===== src/rtl/dmem_ctrl.sv =====
// Data-memory access controller: stalls the pipeline while a load/store is outstanding, with ack timeout.
// Optional one-entry read buffer enabled by defining DMEM_RDBUF_EN.
module dmem_ctrl #(
    parameter int unsigned TIMEOUT = 255
) (
    input  logic        clk_i,
    input  logic        rst_n_i,
    input  logic        MemRd_i,
    input  logic        MemWr_i,
    input  logic [31:0] addr_i,
    input  logic [31:0] wdata_i,
    output logic [31:0] rdata_o,
    output logic        stall_o,
    output logic        err_o,
    output logic        mem_req_o,
    output logic        mem_we_o,
    output logic [31:0] mem_addr_o,
    output logic [31:0] mem_wdata_o,
    input  logic        mem_ack_i,
    input  logic [31:0] mem_rdata_i
);

    localparam int unsigned DW = 32;
    localparam int unsigned TW = 30;
    localparam int unsigned CW = 8;
    localparam logic [DW-1:0] TIMEOUT_DATA = 32'hDEAD_BEEF;

    typedef enum logic [1:0] {
        IDLE   = 2'd0,
        ACCESS = 2'd1,
        DONE   = 2'd2
    } state_t;

    state_t        state_q, state_d;
    logic          mem_req_q, mem_req_d;
    logic          mem_we_q, mem_we_d;
    logic [DW-1:0] mem_addr_q, mem_addr_d;
    logic [DW-1:0] mem_wdata_q, mem_wdata_d;
    logic [DW-1:0] rdata_q, rdata_d;
    logic          err_q, err_d;
    logic [CW-1:0] cnt_q, cnt_d;
    logic [CW-1:0] cnt_inc_c;
    logic          req_c;
    logic          hit_c;
    logic          unused_addr_c;

    assign req_c         = MemRd_i | MemWr_i;
    assign cnt_inc_c     = cnt_q + CW'(1);
    assign unused_addr_c = ^addr_i[1:0];

`ifdef DMEM_RDBUF_EN
    logic          buf_vld_q, buf_vld_d;
    logic [TW-1:0] buf_tag_q, buf_tag_d;
    logic [DW-1:0] buf_data_q, buf_data_d;
    logic          tag_match_c;

    assign tag_match_c = buf_vld_q && (buf_tag_q == addr_i[31:2]);
    assign hit_c       = (state_q == IDLE) && MemRd_i && !MemWr_i && tag_match_c;
`else
    assign hit_c = 1'b0;
`endif

    // Next-state and datapath updates
    always_comb begin
        state_d     = state_q;
        mem_req_d   = mem_req_q;
        mem_we_d    = mem_we_q;
        mem_addr_d  = mem_addr_q;
        mem_wdata_d = mem_wdata_q;
        rdata_d     = rdata_q;
        err_d       = err_q;
        cnt_d       = cnt_q;
`ifdef DMEM_RDBUF_EN
        buf_vld_d   = buf_vld_q;
        buf_tag_d   = buf_tag_q;
        buf_data_d  = buf_data_q;
`endif
        case (state_q)
            IDLE: begin
                if (hit_c) begin
`ifdef DMEM_RDBUF_EN
                    rdata_d = buf_data_q;
`endif
                end else if (req_c) begin
                    state_d     = ACCESS;
                    mem_req_d   = 1'b1;
                    mem_we_d    = MemWr_i;
                    mem_addr_d  = {addr_i[31:2], 2'b00};
                    mem_wdata_d = wdata_i;
                    cnt_d       = '0;
`ifdef DMEM_RDBUF_EN
                    // Keep the buffered copy coherent with stores to the same word
                    if (MemWr_i && tag_match_c) begin
                        buf_data_d = wdata_i;
                    end
`endif
                end
            end
            ACCESS: begin
                if (mem_ack_i) begin
                    state_d   = DONE;
                    mem_req_d = 1'b0;
                    if (!mem_we_q) begin
                        rdata_d = mem_rdata_i;
`ifdef DMEM_RDBUF_EN
                        buf_vld_d  = 1'b1;
                        buf_tag_d  = mem_addr_q[31:2];
                        buf_data_d = mem_rdata_i;
`endif
                    end
                end else if (cnt_inc_c == CW'(TIMEOUT)) begin
                    state_d   = DONE;
                    mem_req_d = 1'b0;
                    err_d     = 1'b1;
                    if (!mem_we_q) begin
                        rdata_d = TIMEOUT_DATA;
                    end
`ifdef DMEM_RDBUF_EN
                    buf_vld_d = 1'b0;
`endif
                end else begin
                    cnt_d = cnt_inc_c;
                end
            end
            DONE: begin
                state_d = IDLE;
            end
            default: begin
                state_d = IDLE;
            end
        endcase
    end

    always_ff @(posedge clk_i or negedge rst_n_i) begin
        if (!rst_n_i) begin
            state_q     <= IDLE;
            mem_req_q   <= 1'b0;
            mem_we_q    <= 1'b0;
            mem_addr_q  <= '0;
            mem_wdata_q <= '0;
            rdata_q     <= '0;
            err_q       <= 1'b0;
            cnt_q       <= '0;
        end else begin
            state_q     <= state_d;
            mem_req_q   <= mem_req_d;
            mem_we_q    <= mem_we_d;
            mem_addr_q  <= mem_addr_d;
            mem_wdata_q <= mem_wdata_d;
            rdata_q     <= rdata_d;
            err_q       <= err_d;
            cnt_q       <= cnt_d;
        end
    end

`ifdef DMEM_RDBUF_EN
    always_ff @(posedge clk_i or negedge rst_n_i) begin
        if (!rst_n_i) begin
            buf_vld_q  <= 1'b0;
            buf_tag_q  <= '0;
            buf_data_q <= '0;
        end else begin
            buf_vld_q  <= buf_vld_d;
            buf_tag_q  <= buf_tag_d;
            buf_data_q <= buf_data_d;
        end
    end

    assign rdata_o = hit_c ? buf_data_q : rdata_q;
`else
    assign rdata_o = rdata_q;
`endif

    // Stall is raised in the request cycle itself so the EX/MEM register freezes immediately
    assign stall_o     = ((state_q == IDLE) && req_c && !hit_c) || (state_q == ACCESS);
    assign err_o       = err_q;
    assign mem_req_o   = mem_req_q;
    assign mem_we_o    = mem_we_q;
    assign mem_addr_o  = mem_addr_q;
    assign mem_wdata_o = mem_wdata_q;

endmodule

===== config.mk =====
export PLATFORM = sky130hd
export DESIGN_NAME = dmem_ctrl
export DESIGN_NICKNAME = d
export VERILOG_FILES = /design/src/rtl/dmem_ctrl.sv
export SDC_FILE = /design/constraint.sdc
export NUM_CORES = 1
export LEC_CHECK = 0
export ABC_AREA = 1
export BUFFER_PORTS_ARGS = -buffer_cell sky130_fd_sc_hd__buf_2
export CORE_MARGIN = 10
export CORE_UTILIZATION = 43
export CTS_CLUSTER_DIAMETER = 200
export DETAILED_ROUTE_END_ITERATION = 6
export GPL_TIMING_DRIVEN = 0
export PLACE_DENSITY_LB_ADDON = 0.1
export SYNTH_ARGS = -nofsm -noshare
export SYNTH_HDL_FRONTEND = slang
export SYNTH_SLANG_ARGS = --single-unit

===== constraint.sdc =====
create_clock -name clk_i -period 1.6 [get_ports clk_i]
set_input_delay 0.24 -clock clk_i [delete_from_list [all_inputs] [get_ports clk_i]]
set_output_delay 0.24 -clock clk_i [all_outputs]
set_load 0.1 [all_outputs]

[Word level (Yosys, flattened, before mapping)]
Cells that the tools add are included.
Cells by class
  $add $sub $neg: 1
  eq/ne operators: 6
  muxes and demuxes: 16
  bitwise operators: 3
  reductions and logical operators: 11
Operator list (number)
  $mux W32: 4
  $mux W8: 3
  $pmux W8 S2: 1
  $reduce_and A3 Y1: 3
  $add A8 B1 Y8 const B: 1
  $eq A8 B8 Y1 const B: 1
  $mux W2: 3
  $ne A2 B2 Y1 const B: 3
  $pmux W2 S2: 1
  $reduce_and A2 Y1: 2
  $reduce_and A4 Y1: 1
  $reduce_bool A2 Y1: 2
  $mux W1: 3
  $ne A3 B3 Y1 const B: 1
  $eq A2 B1 Y1 const B: 1
  $logic_not A2 Y1: 1
  $not A1 Y1: 2
  $pmux W1 S2: 1
  $logic_and A1 B1 Y1: 1
  $logic_or A1 B1 Y1: 1
  $or A1 B1 Y1: 1
Word-level totals
  register bits: 107
  bits of input ports: 101
  word-level logic and storage cells: 45

[Depth between registers and ports, before layout]
Gate-level depths: netlist of run 1.
  depth in word-level cells: 5
  gate-level depth with buffers: 13
  depth with buffers taken out: 12

[Least setup slack after synthesis of run 1]
No wires, ideal clock.
  path type: register to register
  from: reg mem_we_q (netlist: mem_we_o)
  to: reg rdata_q[20] (netlist: rdata_o[20])
  data arrival time: 1798 ps
  required time: 1533 ps
  slack: -265 ps
  stages on the path, launching flop included: 6
  path buffers: 1
  cell sequence: dfrtp_1 -> clkinv_1 -> nand3_4 -> buf_6 -> nand2_2 -> nand2_1
On the way
  longest elaborated chain between the ends: 2
RTL lines
  start, declared: RTL line 36  | logic mem_we_q, mem_we_d;
  start signal, assigned: RTL line 147  | mem_we_q <= mem_we_d;
  $not A1 Y1 (no source line)
  $reduce_and A3 Y1 (no source line)
  end signal, assigned: RTL line 150  | rdata_q <= rdata_d;
  end, declared: RTL line 39  | logic [DW-1:0] rdata_q, rdata_d;
Every way passes these cells.
A chain may end at the register's enable or synchronous reset.

[Worst setup path after layout of run 1]
  from: reg cnt_q[0]
  to: reg rdata_q[27] (netlist: rdata_o[27])
On the way
  longest elaborated chain between the ends: 4
RTL lines
  start, declared: RTL line 41  | logic [CW-1:0] cnt_q, cnt_d;
  start signal, assigned: RTL line 152  | cnt_q <= cnt_d;
  $add A8 B1 Y8: RTL line 48  | assign cnt_inc_c = cnt_q + CW'(1);
  $eq A8 B8 Y1: RTL line 111  | end else if (cnt_inc_c == CW'(TIMEOUT)) begin
  $reduce_bool A2 Y1 (no source line)
  $reduce_and A3 Y1 (no source line)
Every way passes these cells.

==> reports/metrics.csv, run 1 <==
stage;metric;value;unit
clocking;H-Tree Depth;3;
floorplanning;Initial Utilization;44.4;%
synthesis;top-count cell post-synth;nand2_1;
grt;largest net degree at the start of global routing;59;
place;post-detail-place hpwl;10600;microns
clocking;CTS tree;built;
synthesis;register area share after synthesis;58.2;%
cells_and_area;Finished Core Util;63.5;%
cells_and_area;Fillers;906;
route;antenna viol nets, final;0;
timing;fin crit share;121;%
run;Max-Cap Viols;0;
place;PortBufs;196;
floorplanning;Row Count;37;
timing;Slew headroom;55.1;%
timing;Worst Skew;5.98;ps
place;Cells after DPL;864;
synthesis;share of Yosys cell area claimed by the top area cell type;58.2;%
setup_path;CP Class;reg2reg;
cells_and_area;area grow syn2layout;43.2;%
synthesis;Synth Register Bits;107;
route;router iterations before antenna repair;6;
route;Vias/cell;4.70;
cells_and_area;layout cell share with drive strength beyond 1;46.5;%
timing;setup violators final;44;
synthesis;Most used DFF post-synth;dfrtp_1;
synthesis;Mapped Area;4600;sq um
synthesis;Cells after Synth;530;
timing;Max Slew Vio Count;0;
clocking;Sink Count;107;
cells_and_area;nets;872;
clocking;worst-skew pair later-pin latency;370;ps
route;detailed-route via count;4276;
timing;crit path time final;1940;ps
timing;Final Hold Viols;0;
setup_path;critical path required time;1860;ps
floorplanning;DIE HEIGHT;123;microns
setup_path;Critical Path Fanout Max;5;
grt;initial antenna violation count;1;
synthesis;leading area contributor after synthesis;dfrtp_1;
run_status;failing checks;negative setup slack;
clocking;clk slew on worst S/H paths;100;ps
synthesis;Avg Inst Size Synth;8.68;sq um
synthesis;number of flops mapped to enable cells by yosys;0;
place;RD Place Congestion;0.821;
setup_path;CP Launch Type;flip-flop;
synthesis;synth top area cells;dfrtp_1 (58%), nand2_1 (22%), nand3_1 (3.7%);
grt;global route overflow;0;
timing;Final Worst Setup Slack;-336;ps
floorplanning;core footprint;10400;sq um
hold_path;Worst Hold Class;in2reg;
timing;Worst Tran Pin Value;674;ps
place;Post-DP Area;5820;sq um
route;final WL;14400;microns
floorplanning;# IOs;201;
cells_and_area;post-route insts no fill;910;
synthesis;Unique masters post-synth;26;
synthesis;top post-synthesis cells by count;nand2_1 (268), dfrtp_1 (107), nand3_1 (34);
timing;RSZ-0062 raised after global routing;true;
clocking;Num CTS Buffers;9;
timing;highest clock rate;0.517;GHz
setup_path;Critical Path Sink Type;flip-flop;
setup_path;CP Data Arrival Time;2200;ps
grt;vias in the first global route;4346;
run_status;status;finished, violations left;
cells_and_area;ant diodes;0;
route;detailed-route wire length per cell;15.8;microns
grt;GRT Util Overall;18.4;%
floorplanning;die area;15200;sq um
synthesis;Synth Warn #;0;
clocking;clock root cell;clkbuf_8;
route;DRC marker count from the first detailed-route iteration;354;
cells_and_area;Final Cell Area;6590;sq um
clocking;Max clock buf depth;2;
route;Residual DRC;0;
synthesis;asr flop ratio synth;100;%
place;pre-CTS WS;-290;ps
grt;first-pass GRT wire length;22100;microns
floorplanning;Die W;123;microns
## sequential cells by signal (all words and copies together) (netlist names)
register / count
rdata_o: 32
mem_we_o: 1
cnt_q: 8
err_o: 1
mem_wdata_o: 32
state_q: 2
mem_req_o: 1
mem_addr_o: 30
## critical path, cell delays in order (launching register included)
cell	delay, ps
dfrtp_2	470
ha_4	200
nand2_2	60
nand2_2	70
nor2_2	130
nand3_2	110
nor2_4	140
nand2_2	70
nand2_4	70
nand3_4	110
buf_4	180
buf_12	130
nand2_2	40
nand2_1	50
## metrics by stage
step                      hold WS [ps]  TNS, ps
after CTS                         43.5    -9180
after global routing              42.6   -16580
after floorplan                  -55.6    -2260
final                             57.8   -11870
after detailed placement           319   -10770
after global placement             435  -110360
## path summary, 6_finish.rpt
| check | start | endpoint | slack (ps) | depth (start not counted) |
|---|---|---|---|---|
| setup reg to reg | cnt_q[0]$_DFFE_PN0P_ | rdata_o[27]$_DFFE_PN0P_ | -340 | 13 |
| max in group asynchronous | rst_n_i | mem_we_o$_DFFE_PN0P_ | 460 | 3 |
| setup / recovery | cnt_q[0]$_DFFE_PN0P_ | rdata_o[27]$_DFFE_PN0P_ | -340 | 13 |
| min in group asynchronous | rst_n_i | cnt_q[3]$_DFFE_PN0P_ | 430 | 2 |
| hold reg to reg | rdata_o[8]$_DFFE_PN0P_ | rdata_o[8]$_DFFE_PN0P_ | 480 | 2 |
| hold / removal | addr_i[25] | mem_addr_o[25]$_DFFE_PN0P_ | 60 | 3 |
## area by class of cell
type / count / area (sq um) / share of cell area, %
Sequential cell: 107 / 2680 / 40.7
Multi-Input combinational cell: 384 / 1930 / 29.3
Timing Repair Buffer: 227 / 1350 / 20.5
Buffer: 28 / 204 / 3.10
Tap cell: 136 / 170 / 2.58
Clock buffer: 11 / 141 / 2.15
Clock inverter: 5 / 60.1 / 0.912
Inverter: 12 / 51.3 / 0.779
## timing repair
action,in CTS,in global routing
buffers inserted,15,9
gates cloned,4,1
setup endpoints to repair,78,95
resized for setup,28,53
pin swaps,4,15
hold endpoints to repair,49,0
hold buffers,1,0
## logic make-up after synthesis
logic type	after synthesis	share of synthesized area, %
AOI/OAI and AO/OA	10	1.58
and+or+nand+nor	369	34.9
DFF	107	58.2
adders and majority gates	2	0.544
buffers and inverters	40	4.54
other	1	0.0815
xor gates and xnor gates	1	0.190
## placed cells by master (no fill, tap or decap), drive strengths merged
master       count
nand2          285
buf            238
dfrtp          107
nand3           36
clkbuf          26
or2             24
nor2            16
inv             11
o21ai            9
nand4            8
clkinv           3
clkinvlp         2
conb             2
ha               2
xnor2            1
a31o             1
bufinv           1
bufbuf           1
dlygate4sd3      1
## metal layers
metal / share of wire [%] / vias up / wire length [microns] / track usage [%]
met5: 0.049 / - / 7 / 0
met4: 0.91 / 2 / 131 / 5.39
met3: 11 / 11 / 1610 / 8.30
met2: 49 / 150 / 7070 / 29.9
met1: 39 / 2000 / 5540 / 21.5
li1: - / 2113 / - / -
Power of run 1 is not shown: default switching activity piles up to over one toggle a cycle in this logic, so the estimate is an artifact.
==> run 2, diff against run 1 <==
Settings changed: PLACE_DENSITY from default to 0.81, PLACE_DENSITY_LB_ADDON 0.1 to default.
==> run 2 against run 1 <==
  * The run still ends with negative setup slack left
  * Critical path depth is the same
  * Core utilization shrank 1.8 points
  * Final cell count shrank 0.33%
  * First-iteration DRC count shrank 34%
  * Fmax grew 3.5%
  * Highest routed layer is now met4
  * Die area is the same
  * Sequential cell count is the same
  * Routed wire length grew 2.1%
==> reports/metrics.csv, run 2 (synthesized netlist as in run 1, its figures left out) <==
stage;metric;value;unit;change
setup_path;Critical Path Sink Type;flip-flop;;
setup_path;r2r setup slk;-270;ps;+70 ps
grt;initial antenna violation count;0;;-1
cells_and_area;layout cell share with drive strength beyond 1;45.0;%;-1.5 points
clocking;clk slew on worst S/H paths;110;ps;about the same
setup_path;Worst R2R Start;cnt_q[0]$_DFFE_PN0P_;;
timing;Final Worst Setup Slack;-270;ps;+65.4 ps
clocking;Max clock buf depth;2;;unchanged
setup_path;CP Data Arrival Time;2130;ps;-70 ps
route;antenna viol nets, final;0;;unchanged
floorplanning;Die W;123;microns;unchanged
floorplanning;DIE HEIGHT;123;microns;unchanged
route;detailed-route via count;4362;;+2.0%
route;DRC marker count from the first detailed-route iteration;234;;-34%
grt;global route overflow;0;;unchanged
cells_and_area;Multi-input gate area;1840;sq um;-4.7%
floorplanning;core footprint;10400;sq um;unchanged
route;Vias/cell;4.81;;+2.3%
clocking;CTS tree;built;;
timing;Max Slew Vio Count;0;;unchanged
cells_and_area;Final Cell Area;6400;sq um;-2.8%
setup_path;critical path required time;1860;ps;about the same
timing;Slew headroom;56.6;%;+1.5 points
cells_and_area;commonest non-fill, non-tap cells in the layout;nand2_1 (252), buf_2 (200), dfrtp_1 (103);;
grt;GRT Util Overall;18.4;%;+0.048 points
cells_and_area;nets;869;;-0.34%
route;router iterations before antenna repair;4;;-2
setup_path;CP endpoint;rdata_o[0]$_DFFE_PN0P_;;
grt;first-pass GRT wire length;22400;microns;+1.6%
place;RD Place Congestion;0.876;;+6.7%
cells_and_area;area grow syn2layout;39.2;%;
run_status;failing checks;negative setup slack;;
cells_and_area;ant diodes;0;;unchanged
floorplanning;Row Count;37;;unchanged
timing;Worst Skew;13.7;ps;+7.70 ps
place;PortBufs;196;;unchanged
timing;crit path time final;1870;ps;-65.4 ps
timing;Final Hold Viols;0;;unchanged
clocking;worst-skew pair later-pin latency;360;ps;about the same
place;Post-DP Area;5820;sq um;unchanged
cells_and_area;Fillers;886;;-2.2%
timing;Worst Tran Pin Value;651;ps;-22.7 ps
clocking;Num CTS Buffers;9;;unchanged
timing;setup violators final;43;;-2.3%
timing;RSZ-0062 raised after global routing;true;;
setup_path;CP Class;reg2reg;;
setup_path;reg2reg end;rdata_o[0]$_DFFE_PN0P_;;
setup_path;CP Launch Point;cnt_q[0]$_DFFE_PN0P_;;
cells_and_area;most common cell after layout, fill and taps aside;nand2_1;;
route;detailed-route wire length per cell;16.2;microns;+2.5%
place;post-detail-place hpwl;11000;microns;+3.6%
timing;Hold Slack;63.0;ps;+5.16 ps
floorplanning;die area;15200;sq um;unchanged
run_status;status;finished, violations left;;
clocking;Sink Count;107;;unchanged
timing;sum of negative setup slack;-10090;ps;+1780 ps
grt;vias in the first global route;4570;;+5.2%
clocking;clock root cell;clkbuf_8;;
grt;largest net degree at the start of global routing;58;;-1.7%
route;final WL;14700;microns;+2.1%
setup_path;Critical Path Fanout Max;5;;unchanged
floorplanning;Initial Utilization;44.4;%;unchanged
run;Max-Cap Viols;0;;unchanged
hold_path;Worst Hold Class;in2reg;;
timing;fin crit share;117;%;-4.1 points
clocking;H-Tree Depth;3;;unchanged
route;Residual DRC;0;;unchanged
setup_path;R2R cell count;13;;unchanged
cells_and_area;FF+latch area;2680;sq um;unchanged
floorplanning;# IOs;201;;unchanged
setup_path;CP Launch Type;flip-flop;;
timing;highest clock rate;0.535;GHz;+3.5%
==> run 2: worst max-delay path: stages, from the launching register on <==
cell and delay, ps:
dfrtp_2 440, ha_4 170, inv_2 30, nand2_1 80, nand2_2 80, nor2_2 140, nand3_2 100, nor2_4 140
nand2_2 80, nand2_4 100, nand3_4 120, buf_4 190, nand2_1 60, nand2_1 50
==> run 2: routing by layer <==
layer	GRT usage, %	wire length, microns	vias up
met5	0	0	-
met4	6.40	194	0
met3	7.57	1600	15
met1	20.4	5550	2067
met2	31.4	7330	175
li1	-	-	2105
==> run 2: final cells by class <==
class,instances,share of cell area [%]
clock buffer,10,1.99
inverter,12,0.801
clock inverter,6,1.09
buffer,28,3.22
tap,136,2.66
multi-input combinational,384,28.7
timing repair buffer,224,19.7
sequential,107,41.9
==> run 2: how the worst min path moves through the flow <==
stage                                  end  depth (start not counted)   startpoint
2_1_floorplan         cnt_q[0]$_DFFE_PN0P_                          0      rst_n_i
3_3_place_gp    mem_addr_o[31]$_DFFE_PN0P_                          3   addr_i[31]
3_5_place_dp          cnt_q[7]$_DFFE_PN0P_                          1      rst_n_i
4_1_cts        mem_wdata_o[20]$_DFFE_PN0P_                          3  wdata_i[20]
5_1_grt        mem_wdata_o[13]$_DFFE_PN0P_                          3  wdata_i[13]
6_report       mem_wdata_o[15]$_DFFE_PN0P_                          3  wdata_i[15]
==> run 2: what timing repair did <==
action / in CTS / in global routing
setup buffers: 10 / 14
setup endpoints to repair: 104 / 84
cloned: 1 / 1
hold buffers: 1 / 0
resized for setup: 23 / 48
pin swaps: 3 / 7
hold endpoints to repair: 50 / 0
==> run 2: through the flow <==
step                      util (%)  instances  worst slack, ps
final                         61.8        907             -270
after global placement        55.8        863            -1010
after floorplan                  -        531            -78.9
after global routing          61.8        907             -411
after detailed placement      56.1        864             -417
after CTS                     59.9        892             -233
Power of run 2 is left out for the same reason.
==> run 3, diff against run 2 <==
Settings changed: BUFFER_PORTS_ARGS -buffer_cell sky130_fd_sc_hd__buf_2 to default, CELL_PAD_IN_SITES_DETAIL_PLACEMENT from default to 0, CELL_PAD_IN_SITES_GLOBAL_PLACEMENT from default to 1, CORE_UTILIZATION 43 to 40, DONT_BUFFER_PORTS from default to 1, PLACE_DENSITY 0.81 to 0.79.
==> run 3 against run 2 <==
  * Setup slack better by 29 ps
  * Sequential cell count unchanged
  * Register-to-register slack improved by 30 ps
  * Non-clock buffer count shrank 158
  * Core utilization fell by 8.4 points
  * Global-route usage decreased by 1.8 points
  * Fmax rose by 1.6%
  * The flow finishes with violations (negative hold slack, negative setup slack)
  * Clock skew is 7.6 ps lower
  * Via count down 14%
  * Critical endpoint is now rdata_o[22]$_DFFE_PN0P_
  * Routed wire length shrank 4.9%
==> reports/metrics.csv, run 3 (synthesized netlist as in run 1, its figures left out) <==
stage;metric;value;unit;change
grt;vias in the first global route;3943;;-14%
place;RD Place Congestion;0.768;;-12%
run;Max-Cap Viols;0;;unchanged
route;router iterations before antenna repair;4;;unchanged
setup_path;Worst Path Buf+Inv;2;;unchanged
route;antenna viol nets, final;0;;unchanged
setup_path;Critical Path Sink Type;flip-flop;;
clocking;clock root cell;clkbuf_16;;
timing;RSZ-0062 raised after global routing;true;;
route;detailed-route wire length per cell;18.4;microns;+14%
timing;Worst Skew;6.04;ps;-7.64 ps
floorplanning;Row Count;39;;+5.4%
setup_path;critical path's slowest cell;dfrtp_1;;
clocking;Sink Count;107;;unchanged
timing;highest clock rate;0.543;GHz;+1.6%
hold_path;Worst Hold Class;in2async;;
setup_path;critical path's largest stage delay;430;ps;about the same
cells_and_area;nets;711;;-18%
clocking;clk slew on worst S/H paths;70;ps;-40 ps
timing;fin crit share;115;%;-1.8 points
cells_and_area;Final Cell Area;6040;sq um;-5.7%
setup_path;critical path required time;1830;ps;-30 ps
timing;Final Hold Viols;107;;+107
setup_path;CP Launch Type;flip-flop;;
cells_and_area;layout cell share with drive strength beyond 1;25.0;%;-20 points
cells_and_area;ant diodes;0;;unchanged
clocking;worst-skew pair later-pin latency;340;ps;-20 ps
timing;Max Slew Vio Count;0;;unchanged
setup_path;CP Class;reg2reg;;
place;PortBufs;0;;-100%
setup_path;critical-path cell list;inv_2 -> ha_1 -> nand2_1 -> nor2_2 -> nand3_2 -> nor2_4 -> nand2_2 -> nand2_4 -> nand3_4 -> clkbuf_16 -> nand2_4 -> nand2_2;;
floorplanning;Initial Utilization;40.6;%;-3.7 points
run_status;failing checks;negative hold slack, negative setup slack;;
floorplanning;Die W;127;microns;+3.1%
route;final WL;13900;microns;-4.9%
run_status;status;finished, violations left;;
cells_and_area;commonest non-fill, non-tap cells in the layout;nand2_1 (252), dfrtp_1 (100), dlygate4sd3_1 (44);;
timing;setup violators final;43;;unchanged
floorplanning;# IOs;201;;unchanged
clocking;Num CTS Buffers;9;;unchanged
floorplanning;die area;16200;sq um;+6.3%
grt;first-pass GRT wire length;21700;microns;-3.4%
timing;Slew headroom;33.8;%;-23 points
timing;Hold Slack;-410;ps;-473 ps
timing;Worst Tran Pin Value;992;ps;+341 ps
timing;Final Worst Setup Slack;-241;ps;+29.2 ps
setup_path;Critical Path Fanout Max;6;;+1
clocking;H-Tree Depth;3;;unchanged
floorplanning;core footprint;11300;sq um;+9.2%
floorplanning;DIE HEIGHT;127;microns;+3.1%
route;Vias/cell;4.97;;+3.4%
setup_path;CP Data Arrival Time;2070;ps;-60 ps
grt;largest net degree at the start of global routing;108;;+86%
clocking;Max clock buf depth;2;;unchanged
place;post-detail-place hpwl;9680;microns;-12%
cells_and_area;most common cell after layout, fill and taps aside;nand2_1;;
route;Residual DRC;0;;unchanged
cells_and_area;area grow syn2layout;31.2;%;
clocking;CTS tree;built;;
timing;crit path time final;1840;ps;-29.2 ps
route;detailed-route via count;3759;;-14%
route;DRC marker count from the first detailed-route iteration;196;;-16%
grt;global route overflow;0;;unchanged
clocking;Hold Buf Count CTS;44;;+43
setup_path;CP top delay family;simple AND/OR/NAND/NOR gates;;
grt;GRT Util Overall;16.6;%;-1.8 points
cells_and_area;Fillers;982;;+11%
grt;initial antenna violation count;0;;unchanged
place;Post-DP Area;4810;sq um;-17%
-- run 3: cell count changes in the layout (fill, tap and decap cells not counted), moves of 7 or more --
cell	change
buf_2	-194
dlygate4sd3_1	+43
buf_4	-13
nand2_2	-12
clkbuf_16	+10
nand2_4	+10
clkbuf_2	+7
clkbuf_8	-7
-- run 3: per-stage QoR --
step	utilization [%]	setup TNS, ps	cells	hold WS, ps	worst slack (ps)
floorplan	-	-2260	531	-55.6	-78.9
CTS	50.5	-8520	743	-428	-241
global placement	42.5	-11540	674	-49.5	-312
detailed placement	42.5	-15010	674	-49.3	-338
finish	53.3	-8930	756	-410	-241
global route	53.3	-14290	756	-436	-373
-- run 3: path summary, 6_finish.rpt --
check / startpoint / endpoint / slack, ps / depth (start not counted)
min in group clk_i: wdata_i[22] / mem_wdata_o[22]$_DFFE_PN0P_ / 10 / 2
max in group asynchronous: rst_n_i / mem_addr_o[29]$_DFFE_PN0P_ / 1900 / 0
max: cnt_q[0]$_DFFE_PN0P_ / rdata_o[22]$_DFFE_PN0P_ / -240 / 12
max reg2reg: cnt_q[0]$_DFFE_PN0P_ / rdata_o[22]$_DFFE_PN0P_ / -240 / 12
min reg2reg: cnt_q[7]$_DFFE_PN0P_ / cnt_q[7]$_DFFE_PN0P_ / 550 / 2
min: rst_n_i / cnt_q[4]$_DFFE_PN0P_ / -410 / 0
-- run 3: layer usage --
layer	wire (microns)	vias up	track usage (%)
met2	6750	164	26.8
met5	0	-	0
met1	5270	1795	18.3
met3	1760	12	9.22
met4	155	0	5.02
li1	-	1788	-
-- run 3: area by class of cell --
| type | count | area [sq um] | share of cell area [%] |
|---|---|---|---|
| Clock buffer | 10 | 239 | 3.96 |
| Tap cell | 143 | 179 | 2.96 |
| Timing Repair Buffer | 66 | 681 | 11.3 |
| Sequential cell | 107 | 2690 | 44.5 |
| Buffer | 28 | 204 | 3.38 |
| Multi-Input combinational cell | 384 | 1930 | 31.9 |
| Clock inverter | 6 | 70.1 | 1.16 |
| Inverter | 12 | 50.0 | 0.829 |
-- run 3: what timing repair did --
action                                  4_1_cts  5_1_grt
buffers inserted                              8       11
hold endpoints to repair                    151      107
pin swaps                                     3       12
endpoints found under the setup margin      105       77
resized for setup                            18       58
gates cloned                                  1        2
Power of run 3 is left out for the same reason.
